$ cat config.mk
export PLATFORM = sky130hd
export DESIGN_NAME = ram_rd_controller
export DESIGN_NICKNAME = d
export VERILOG_FILES = /design/src/rtl/ram_ctrl_pkg.sv /design/src/rtl/CU_ram_rd_controller.sv /design/src/rtl/datapath_ram_rd_controller.sv /design/src/rtl/ram_rd_controller.sv
export SDC_FILE = /design/constraint.sdc
export NUM_CORES = 1
export LEC_CHECK = 0
export ABC_AREA = 0
export ABC_CLOCK_PERIOD_IN_PS = 2650
export BUFFER_PORTS_ARGS = -buffer_cell sky130_fd_sc_hd__buf_2
export CORE_MARGIN = 4
export CORE_UTILIZATION = 33
export CTS_CLUSTER_SIZE = 14
export DETAILED_ROUTE_END_ITERATION = 10
export PLACE_DENSITY = 0.69
export SYNTH_ARGS = -nofsm -noshare
export SYNTH_HDL_FRONTEND = slang
export SYNTH_HIERARCHICAL = 1
export SYNTH_SLANG_ARGS = --single-unit
$ cat constraint.sdc
create_clock -name clock -period 2.65 [get_ports clock]
set_input_delay 0.265 -clock clock [delete_from_list [all_inputs] [get_ports clock]]
set_output_delay 0.265 -clock clock [all_outputs]
set_load 0.02 [all_outputs]
$ cat src/rtl/ram_ctrl_pkg.sv
// Constants and types shared by the ping-pong RAM read and write controllers.
package ram_ctrl_pkg;

   localparam int DEPTH   = 1024;
   localparam int ADDR_W  = 10;
   localparam int DATA_W  = 16;
   localparam int RAM_LAT = 1;

   typedef enum logic [0:0] {
      IDLE = 1'b0,
      READ = 1'b1
   } state_t;

   // One slot of the read-latency pipeline: framing travels alongside the RAM access.
   typedef struct packed {
      logic valid;
      logic bank;
      logic first;
      logic last;
   } pipe_t;

endpackage

$ cat src/rtl/CU_ram_rd_controller.sv
// Control unit: frame FSM, one-deep pending bank request, overrun pulse, ready/busy.
module CU_ram_rd_controller
   import ram_ctrl_pkg::*;
(
   input  logic clock,
   input  logic reset,
   input  logic start,
   input  logic sel_ram,
   input  logic tc,
   output logic sclr_cnt,
   output logic en_cnt,
   output logic bank,
   output logic busy,
   output logic ready,
   output logic overrun
);

   state_t state_r, state_s;
   logic   bank_r, bank_s;
   logic   pend_full_r, pend_full_s;
   logic   pend_bank_r, pend_bank_s;
   logic   overrun_r, overrun_s;

   // State and control registers.
   always_ff @(posedge clock or posedge reset) begin
      if (reset) begin
         state_r     <= IDLE;
         bank_r      <= 1'b0;
         pend_full_r <= 1'b0;
         pend_bank_r <= 1'b0;
         overrun_r   <= 1'b0;
      end else begin
         state_r     <= state_s;
         bank_r      <= bank_s;
         pend_full_r <= pend_full_s;
         pend_bank_r <= pend_bank_s;
         overrun_r   <= overrun_s;
      end
   end

   // Next state, pending queue and counter control.
   always_comb begin
      state_s     = state_r;
      bank_s      = bank_r;
      pend_full_s = pend_full_r;
      pend_bank_s = pend_bank_r;
      overrun_s   = 1'b0;
      sclr_cnt    = 1'b0;
      en_cnt      = 1'b0;
      case (state_r)
         IDLE: begin
            sclr_cnt = 1'b1;
            if (start) begin
               bank_s  = sel_ram;
               state_s = READ;
            end else begin
               state_s = IDLE;
            end
         end
         READ: begin
            en_cnt = 1'b1;
            if (tc) begin
               sclr_cnt = 1'b1;
               if (pend_full_r) begin
                  // Queued frame wins; a start arriving now has nowhere to go.
                  bank_s      = pend_bank_r;
                  pend_full_s = 1'b0;
                  overrun_s   = start;
               end else if (start) begin
                  bank_s = sel_ram;
               end else begin
                  state_s = IDLE;
               end
            end else if (start) begin
               if (pend_full_r) begin
                  overrun_s = 1'b1;
               end else begin
                  pend_full_s = 1'b1;
                  pend_bank_s = sel_ram;
               end
            end else begin
               state_s = READ;
            end
         end
         default: begin
            state_s     = IDLE;
            pend_full_s = 1'b0;
         end
      endcase
   end

   assign bank    = bank_r;
   assign busy    = (state_r == READ);
   assign ready   = ~pend_full_r;
   assign overrun = overrun_r;

endmodule

$ cat src/rtl/datapath_ram_rd_controller.sv
// Datapath: read address counter, per-bank read enables, RAM-latency framing pipeline and output mux.
module datapath_ram_rd_controller
   import ram_ctrl_pkg::pipe_t;
#(
   parameter int DEPTH   = 1024,
   parameter int ADDR_W  = 10,
   parameter int DATA_W  = 16,
   parameter int RAM_LAT = 1
) (
   input  logic              clock,
   input  logic              reset,
   input  logic              sclr_cnt,
   input  logic              en_cnt,
   input  logic              bank,
   input  logic [DATA_W-1:0] din_ram_0,
   input  logic [DATA_W-1:0] din_ram_1,
   output logic              tc_cnt,
   output logic [ADDR_W-1:0] addr,
   output logic              rd_en_ram_0,
   output logic              rd_en_ram_1,
   output logic [DATA_W-1:0] dout,
   output logic              dout_valid,
   output logic              first,
   output logic              last
);

   localparam logic [ADDR_W-1:0] LAST_ADDR = ADDR_W'(DEPTH - 1);

   logic [ADDR_W-1:0] addr_r;
   pipe_t             pipe_r [RAM_LAT];
   pipe_t             issue_s;
   pipe_t             out_s;

   // Address counter; clear has priority so the wrap at the terminal count stays in range.
   always_ff @(posedge clock or posedge reset) begin
      if (reset) begin
         addr_r <= {ADDR_W{1'b0}};
      end else if (sclr_cnt) begin
         addr_r <= {ADDR_W{1'b0}};
      end else if (en_cnt) begin
         addr_r <= addr_r + ADDR_W'(1);
      end else begin
         addr_r <= addr_r;
      end
   end

   assign tc_cnt      = (addr_r == LAST_ADDR);
   assign addr        = addr_r;
   assign rd_en_ram_0 = en_cnt & ~bank;
   assign rd_en_ram_1 = en_cnt & bank;

   assign issue_s.valid = en_cnt;
   assign issue_s.bank  = bank;
   assign issue_s.first = en_cnt & (addr_r == {ADDR_W{1'b0}});
   assign issue_s.last  = en_cnt & tc_cnt;

   // Framing pipeline matched to the RAM read latency.
   always_ff @(posedge clock or posedge reset) begin
      if (reset) begin
         for (int i = 0; i < RAM_LAT; i++) begin
            pipe_r[i] <= '{valid: 1'b0, bank: 1'b0, first: 1'b0, last: 1'b0};
         end
      end else begin
         pipe_r[0] <= issue_s;
         for (int i = 1; i < RAM_LAT; i++) begin
            pipe_r[i] <= pipe_r[i-1];
         end
      end
   end

   assign out_s      = pipe_r[RAM_LAT-1];
   assign dout_valid = out_s.valid;
   assign first      = out_s.first;
   assign last       = out_s.last;
   assign dout       = out_s.valid ? (out_s.bank ? din_ram_1 : din_ram_0) : {DATA_W{1'b0}};

endmodule

$ cat src/rtl/ram_rd_controller.sv
// Read-side controller for the ping-pong sample RAM pair: streams a full bank out as a framed sample stream.
module ram_rd_controller #(
   parameter int DEPTH   = ram_ctrl_pkg::DEPTH,
   parameter int ADDR_W  = ram_ctrl_pkg::ADDR_W,
   parameter int DATA_W  = ram_ctrl_pkg::DATA_W,
   parameter int RAM_LAT = ram_ctrl_pkg::RAM_LAT
) (
   input  logic              clock,
   input  logic              reset,
   input  logic              start,
   input  logic              sel_ram,
   output logic              rd_en_ram_0,
   output logic              rd_en_ram_1,
   output logic [ADDR_W-1:0] addr,
   input  logic [DATA_W-1:0] din_ram_0,
   input  logic [DATA_W-1:0] din_ram_1,
   output logic [DATA_W-1:0] dout,
   output logic              dout_valid,
   output logic              first,
   output logic              last,
   output logic              busy,
   output logic              ready,
   output logic              overrun
);

   logic sclr_cnt;
   logic en_cnt;
   logic tc_cnt;
   logic bank;

   CU_ram_rd_controller u_cu (
      .clock    (clock),
      .reset    (reset),
      .start    (start),
      .sel_ram  (sel_ram),
      .tc       (tc_cnt),
      .sclr_cnt (sclr_cnt),
      .en_cnt   (en_cnt),
      .bank     (bank),
      .busy     (busy),
      .ready    (ready),
      .overrun  (overrun)
   );

   datapath_ram_rd_controller #(
      .DEPTH   (DEPTH),
      .ADDR_W  (ADDR_W),
      .DATA_W  (DATA_W),
      .RAM_LAT (RAM_LAT)
   ) u_dp (
      .clock       (clock),
      .reset       (reset),
      .sclr_cnt    (sclr_cnt),
      .en_cnt      (en_cnt),
      .bank        (bank),
      .din_ram_0   (din_ram_0),
      .din_ram_1   (din_ram_1),
      .tc_cnt      (tc_cnt),
      .addr        (addr),
      .rd_en_ram_0 (rd_en_ram_0),
      .rd_en_ram_1 (rd_en_ram_1),
      .dout        (dout),
      .dout_valid  (dout_valid),
      .first       (first),
      .last        (last)
   );

endmodule

==> results.tsv, run 1 <==
stage	metric	value	unit
final_layout	FILL cells	339	
yosys	Seq/Total Area, Yosys	0.396	
cts	clock sink total	19	
power_and_ir_drop	Max IR drop VDD	0.501	mV
die	number of core rows	21	
drt	DR DRC count	0	
worst_setup_path	Worst EP arrival	2.62	ns
worst_setup_path	Setup crit end	u_dp/addr[9]	
cts	post-CTS resize count	0	
sta	Setup-failing EPs final	0	
yosys	Syn. warnings	6	
power_and_ir_drop	Leakage Power	0.000818	uW
worst_setup_path	Cell Chain, Critical Path	nand4_1 -> or3_1 -> nor2_1 -> nand2b_2 -> o2111ai_4 -> or4_1 -> a21oi_1	
yosys	Cell Area, Synth	0.00120	mm2
yosys	post-synthesis cell type count	34	
final_layout	antenna cell count	0	
global_route	GRT Overall Usage	0.121	
worst_setup_path	critical path type	flop to flop	
sta	Tcrit/Tclk final	0.906	
sta	Fin Hold WS	0.201	ns
worst_setup_path	Critical Path RT	2.87	ns
drt	routed wire length	2940	um
worst_setup_path	FF-to-FF setup slack	0.25	ns
worst_setup_path	CP Depth	7	
placed_design	IO buf count	69	
worst_setup_path	Setup crit start kind	flop	
worst_setup_path	worst path buffer plus inverter count	0	
sta	Final Hold Fails	0	
drt	number of vias per cell	4.76	
power_and_ir_drop	Power Dens Cells	645	mW/mm2
worst_hold_path	min-delay src	sel_ram	
worst_setup_path	worst-path maximum fanout	7	
job	max-cap viol count	0	
final_layout	most common cell after layout, fill and taps aside	buf_2	
worst_setup_path	CP startpoint	u_dp/addr[3]	
cts	CTS tree	built	
cts	# H-tree levels	1	
drt	WL/cell	12.3	um
sta	RSZ-0062 raised after global routing	false	
status	status	finished, final reports clean	
cts	clk slew on worst S/H paths	0.10	ns
cts	setup repair bufs after CTS	0	
cts	Root Buffer	clkbuf_4	
yosys	Post-Syn Area per Cell	9.77	um2
yosys	Top FF cell, synth	dfrtp_1	
global_route	global-route wire length before repair	4350	um
worst_setup_path	FF-to-FF Start	u_dp/addr[3]	
worst_setup_path	r2r endpoint	u_dp/addr[9]	
die	Core ar.	0.00342	mm2
worst_setup_path	CP delay by family, top	simple AND/OR/NAND/NOR gates	
die	die area	0.00467	mm2
sta	worst-margin pin slew	0.812	ns
yosys	async set-or-reset flop fraction in the synthesized netlist	1.00	
worst_setup_path	R2R cell count	7	
drt	Pre-antenna DRT Iters	3	
final_layout	commonest non-fill, non-tap cells in the layout	69 x buf_2, 19 x dfrtp_1, 18 x mux2i_1, 18 x nor2b_1	
global_route	vias in the first global route	996	
drt	DRT iter0 DRCs	12	
cts	worst skew pair latency	0.29	ns
drt	post-route antenna net violation count	0	
die	die width	68.3	um
die	Starting Density	0.352	
global_route	total grt overflow	0	
final_layout	Syn-to-layout area delta	34.5	%
die	die height	68.3	um
die	IO Pins	70	
worst_setup_path	Max stage delay on crit path	0.53	ns
yosys	Net Count, Synth	161	
yosys	cells after synthesis	123	
placed_design	post-DP HPWL	2370	um
sta	Period minus WS final	2.40	ns
sta	Post-Route Skew	0.00127	ns
yosys	EDFF count, synth	0	
drt	detailed-route via count	1137	
final_layout	share of cells above drive strength 1	0.420	
placed_design	GP Congestion	0.775	
final_layout	nets@finish	232	
global_route	antenna violations before repair	0	
worst_setup_path	CP max-delay cell	or4_1	
sta	relative slew slack	0.459	
sta	achievable frequency	0.417	GHz
sta	Total Neg Setup Slack	0	ns
cts	Hold Buf Count CTS	1	
sta	Final Max Slew Viols	0	
cts	clock buffer depth	2	
global_route	largest net degree at the start of global routing	18	
cts	CTS buffer count	3	
worst_hold_path	Worst Hold Class	input pin to flop	
placed_design	total placed cells including tap cells	234	
final_layout	Final Non-Filler Cells	239	
yosys	flops & latches, synth	19	
worst_setup_path	crit end category	flop	
## cell type report
cell class | count | area, um2 | area share
clock buffer | 4 | 26.3 | 0.0163
timing repair buffer | 72 | 370 | 0.229
multi-input combinational | 91 | 659 | 0.408
sequential | 19 | 475 | 0.294
tap | 46 | 57.6 | 0.0356
inverter | 7 | 26.3 | 0.0163
## cell families (layout without fill, tap and decap cells)
| logic type | Yosys count | after routing | share of synthesized area |
|---|---|---|---|
| mux | 20 | 20 | 0.169 |
| fa+ha+maj | 2 | 2 | 0.0208 |
| simple gates | 50 | 50 | 0.244 |
| compound gates | 15 | 15 | 0.0865 |
| buf+inv | 13 | 83 | 0.0552 |
| xor+xnor | 4 | 4 | 0.0292 |
| flops | 19 | 19 | 0.396 |
## synth_stat cells (2+ instances only)
| cell type | n | share of area |
|---|---|---|
| nand4_1 | 2 | 0.010 |
| mux2i_1 | 18 | 0.15 |
| o21ai_0 | 3 | 0.012 |
| or3_1 | 2 | 0.010 |
| buf_4 | 2 | 0.012 |
| dfrtp_1 | 19 | 0.40 |
| a21oi_1 | 8 | 0.033 |
| nand3_1 | 2 | 0.0083 |
| xor2_1 | 3 | 0.022 |
| ha_1 | 2 | 0.021 |
| or3_2 | 2 | 0.012 |
| a21o_1 | 2 | 0.012 |
| inv_1 | 7 | 0.022 |
| buf_2 | 2 | 0.0083 |
| nor2b_1 | 18 | 0.094 |
| nor2_1 | 8 | 0.025 |
| nand2_1 | 6 | 0.019 |
## worst min-delay path by stage
stage / end / cells after the start
2_1_floorplan: u_cu/bank / 1
3_3_place_gp: u_cu/bank / 2
3_5_place_dp: u_cu/bank / 2
4_1_cts: u_cu/pend_bank_r / 2
5_1_grt: u_cu/pend_bank_r / 2
6_report: u_cu/pend_bank_r / 2
## metrics by stage
stage | total power, uW | util | setup slack (ns) | instance area (um2)
floorplan | 745 | - | 0.279 | 1200
global placement | 903 | 0.462 | 0.357 | 1580
detailed placement | 912 | 0.462 | 0.252 | 1580
CTS | 1060 | 0.473 | 0.248 | 1620
global route | 1130 | 0.473 | 0.00605 | 1620
finish | 1040 | 0.473 | 0.250 | 1620
## state kept, by name (all words and copies together) (netlist names)
name / count
u_dp/dout_valid: 1
u_cu/bank: 1
u_dp/addr: 10
u_dp/out_s: 1
u_cu/pend_full_r: 1
u_dp/last: 1
u_dp/first: 1
u_cu/overrun: 1
u_cu/busy: 1
u_cu/pend_bank_r: 1
## routing by layer
metal	vias to the layer above	global-route usage	wire [um]	share of wire
li1	557	-	-	-
met1	523	0.130	1150	0.39
met2	57	0.220	1310	0.45
met3	0	0.0427	479	0.16
met4	0	0.0372	0	0
met5	-	0	0	0
## report_power, final
group          internal, uW  switching, uW  leakage [uW]  total [uW]
combinational           186            257      0.000574         443
clock                  58.5           82.3     0.0000150         141
sequential              351            107      0.000229         458
total                   596            446      0.000818        1040
Note: power is estimated with default switching activity, not from simulation.
==> run 2, diff against run 1 <==
--- a/config.mk
+++ b/config.mk
@@ -12,8 +12,7 @@
 export CORE_UTILIZATION = 33
 export CTS_CLUSTER_SIZE = 14
 export DETAILED_ROUTE_END_ITERATION = 10
-export PLACE_DENSITY = 0.69
+export PLACE_DENSITY = 0.7
 export SYNTH_ARGS = -nofsm -noshare
 export SYNTH_HDL_FRONTEND = slang
-export SYNTH_HIERARCHICAL = 1
 export SYNTH_SLANG_ARGS = --single-unit
==> results.tsv, run 2 <==
stage	metric	value	unit	change
cts	worst skew pair latency	0.29	ns	about the same
die	Core ar.	0.00339	mm2	-0.77%
die	die width	67.7	um	-0.88%
status	status	finished, final reports clean		
worst_setup_path	crit end category	output pin		
drt	Pre-antenna DRT Iters	4		+1
yosys	Net Count, Synth	156		-3.1%
yosys	simple-gate share of the synthesized area	0.279		+0.0357
yosys	combinational family with the most area after synthesis	simple AND/OR/NAND/NOR gates		
global_route	largest net degree at the start of global routing	20		+2
cts	CTS tree	built		
sta	Total Neg Setup Slack	0	ns	unchanged
final_layout	commonest non-fill, non-tap cells in the layout	69 x buf_2, 19 x nor2b_1, 19 x dfrtp_1, 17 x mux2i_1, 6 x and2_1		
final_layout	FILL cells	330		-2.7%
yosys	flops & latches, synth	19		unchanged
cts	post-CTS resize count	0		unchanged
sta	Post-Route Skew	0.00500	ns	+0.00374 ns
global_route	antenna violations before repair	0		unchanged
yosys	Synth top cells by count	19 x dfrtp_1, 19 x nor2b_1, 17 x mux2i_1		
placed_design	IO buf count	69		unchanged
yosys	async set-or-reset flop fraction in the synthesized netlist	1.00		unchanged
die	number of core rows	21		unchanged
yosys	Synth area leader	dfrtp_1		
global_route	total grt overflow	0		unchanged
global_route	GRT Overall Usage	0.111		-0.00968
yosys	adder-cell share of the synthesized area	0.0213		+0.000421
cts	CTS buffer count	3		unchanged
drt	DR DRC count	0		unchanged
global_route	met3 Use GR	0.0216		-0.0211
final_layout	nets@finish	225		-3.0%
sta	Final Hold Fails	0		unchanged
yosys	EDFF count, synth	0		unchanged
yosys	post-synth top area share	0.404		+0.00799
worst_setup_path	Critical Path RT	2.38	ns	-0.49 ns
global_route	global-route wire length before repair	3950	um	-9.3%
sta	Tcrit/Tclk final	0.723		-0.183
yosys	Cell Area, Synth	0.00118	mm2	-2.0%
cts	# H-tree levels	1		unchanged
yosys	Top FF cell, synth	dfrtp_1		
die	die height	67.7	um	-0.88%
power_and_ir_drop	Leakage Power	0.000851	uW	+4.1%
drt	post-route antenna net violation count	0		unchanged
sta	achievable frequency	0.522	GHz	+25%
power_and_ir_drop	Max IR drop VDD	0.481	mV	-4.0%
cts	clock sink total	19		unchanged
worst_setup_path	Setup crit start kind	flop		
drt	routed wire length	2650	um	-9.8%
yosys	mux share of post-synthesis cell area	0.157		-0.0115
final_layout	share of cells above drive strength 1	0.414		-0.00571
die	Starting Density	0.347		-0.00429
final_layout	Syn-to-layout area delta	34.6	%	
die	die area	0.00459	mm2	-1.7%
worst_setup_path	FF-to-FF Start	u_dp.addr[0]		
drt	WL/cell	11.4	um	-7.0%
sta	Fin Hold WS	0.0634	ns	-0.138 ns
final_layout	number of flip-flops in the largest register	10		unchanged
drt	DRT iter0 DRCs	16		+4
yosys	Seq/Total Area, Yosys	0.404		+0.00799
yosys	synth top area cells	dfrtp_1 40%, mux2i_1 14%, nor2b_1 10%		
cts	clk slew on worst S/H paths	0.11	ns	about the same
final_layout	antenna cell count	0		unchanged
cts	Hold Buf Count CTS	0		-1
yosys	area fraction in compound gates after synthesis	0.0584		-0.0280
job	max-cap viol count	0		unchanged
power_and_ir_drop	Power Dens Cells	640	mW/mm2	-0.79%
yosys	post-synthesis cell type count	34		unchanged
worst_setup_path	CP startpoint	u_dp.out_s[2]		
yosys	Post-Syn Area per Cell	9.98	um2	+2.2%
final_layout	most common cell after layout, fill and taps aside	buf_2		
cts	Root Buffer	clkbuf_4		
worst_setup_path	critical path type	flop to output pin		
yosys	cells after synthesis	118		-4.1%
cts	clock buffer depth	2		unchanged
worst_setup_path	Worst EP arrival	1.65	ns	-0.97 ns
sta	Setup-failing EPs final	0		unchanged
yosys	Syn. warnings	0		-6
cts	setup repair bufs after CTS	0		unchanged
global_route	vias in the first global route	898		-9.8%
drt	number of vias per cell	4.65		-2.3%
global_route	met1 Resource Use GR	0.141		+0.0105
yosys	Post-Synth XOR/XNOR Area	0.0446		+0.0155
drt	detailed-route via count	1078		-5.2%
sta	relative slew slack	0.474		+0.0155
sta	worst-margin pin slew	0.789	ns	-0.0232 ns
global_route	GRT busiest layer	met2		
global_route	met2 Track Usage GR	0.188		-0.0319
sta	Period minus WS final	1.92	ns	-0.484 ns
worst_hold_path	Worst Hold Class	input pin to asynchronous set/reset pin		
placed_design	post-DP HPWL	2120	um	-10%
worst_setup_path	worst-path maximum fanout	16		+9
sta	RSZ-0062 raised after global routing	false		
sta	Final Max Slew Viols	0		unchanged
placed_design	GP Congestion	0.742		-4.3%
die	IO Pins	70		unchanged
-- run 2: critical path: stages (launching register included) --
cell	delay (ns)
dfrtp_1	0.87
mux2i_1	0.27
nor2b_1	0.07
buf_2	0.16
-- run 2: logic make-up after synthesis --
logic type | Yosys count
AO/OA/AOI/OAI | 10
XOR/XNOR | 6
adder cells (fa/ha/maj) | 2
buffers and inverters | 10
flip-flops | 19
multiplexers | 18
AND/OR/NAND/NOR | 53
-- run 2: layer usage --
metal | vias to the layer above | part of all wire | wire length, um
li1 | 547 | - | -
met1 | 488 | 0.42 | 1130
met2 | 41 | 0.46 | 1220
met3 | 2 | 0.11 | 289
met4 | 0 | 0.0049 | 13
met5 | - | 0 | 0
-- run 2: final timing paths --
kind	end	slack, ns	cells past startpoint
max in group asynchronous	u_cu.pend_bank_r	2.15	2
setup reg to reg	u_cu.pend_bank_r	1.05	5
hold / removal	u_dp.addr[4]	0.06	2
hold reg to reg	u_dp.out_s[2]	0.46	0
setup / recovery	dout[4]	0.73	3
min in group clock	u_cu.pend_bank_r	0.21	2
-- run 2: report_power, final --
| group | switching (uW) | total, uW | internal, uW |
|---|---|---|---|
| clock network | 86.1 | 142 | 56.0 |
| registers | 108 | 455 | 347 |
| logic | 232 | 418 | 186 |
| total | 426 | 1010 | 588 |
-- run 2: cell type report --
class                           instances  area [um2]  area share
Multi-Input combinational cell         89         661       0.417
Clock inverter                          1        5.00     0.00316
Inverter                                5        18.8      0.0118
Clock buffer                            3        22.5      0.0142
Tap cell                               46        57.6      0.0363
Sequential cell                        19         475       0.300
Timing Repair Buffer                   69         345       0.218
-- run 2: stage by stage --
step / total power, uW / worst slack [ns] / util / area (um2) / instances
floorplan: 734 / 1.06 / - / 1180 / 118
global placement: 879 / 1.06 / 0.460 / 1560 / 228
detailed placement: 884 / 1.04 / 0.460 / 1560 / 228
CTS: 1030 / 0.699 / 0.468 / 1590 / 232
global route: 1100 / 0.587 / 0.468 / 1590 / 232
finish: 1010 / 0.735 / 0.468 / 1590 / 232
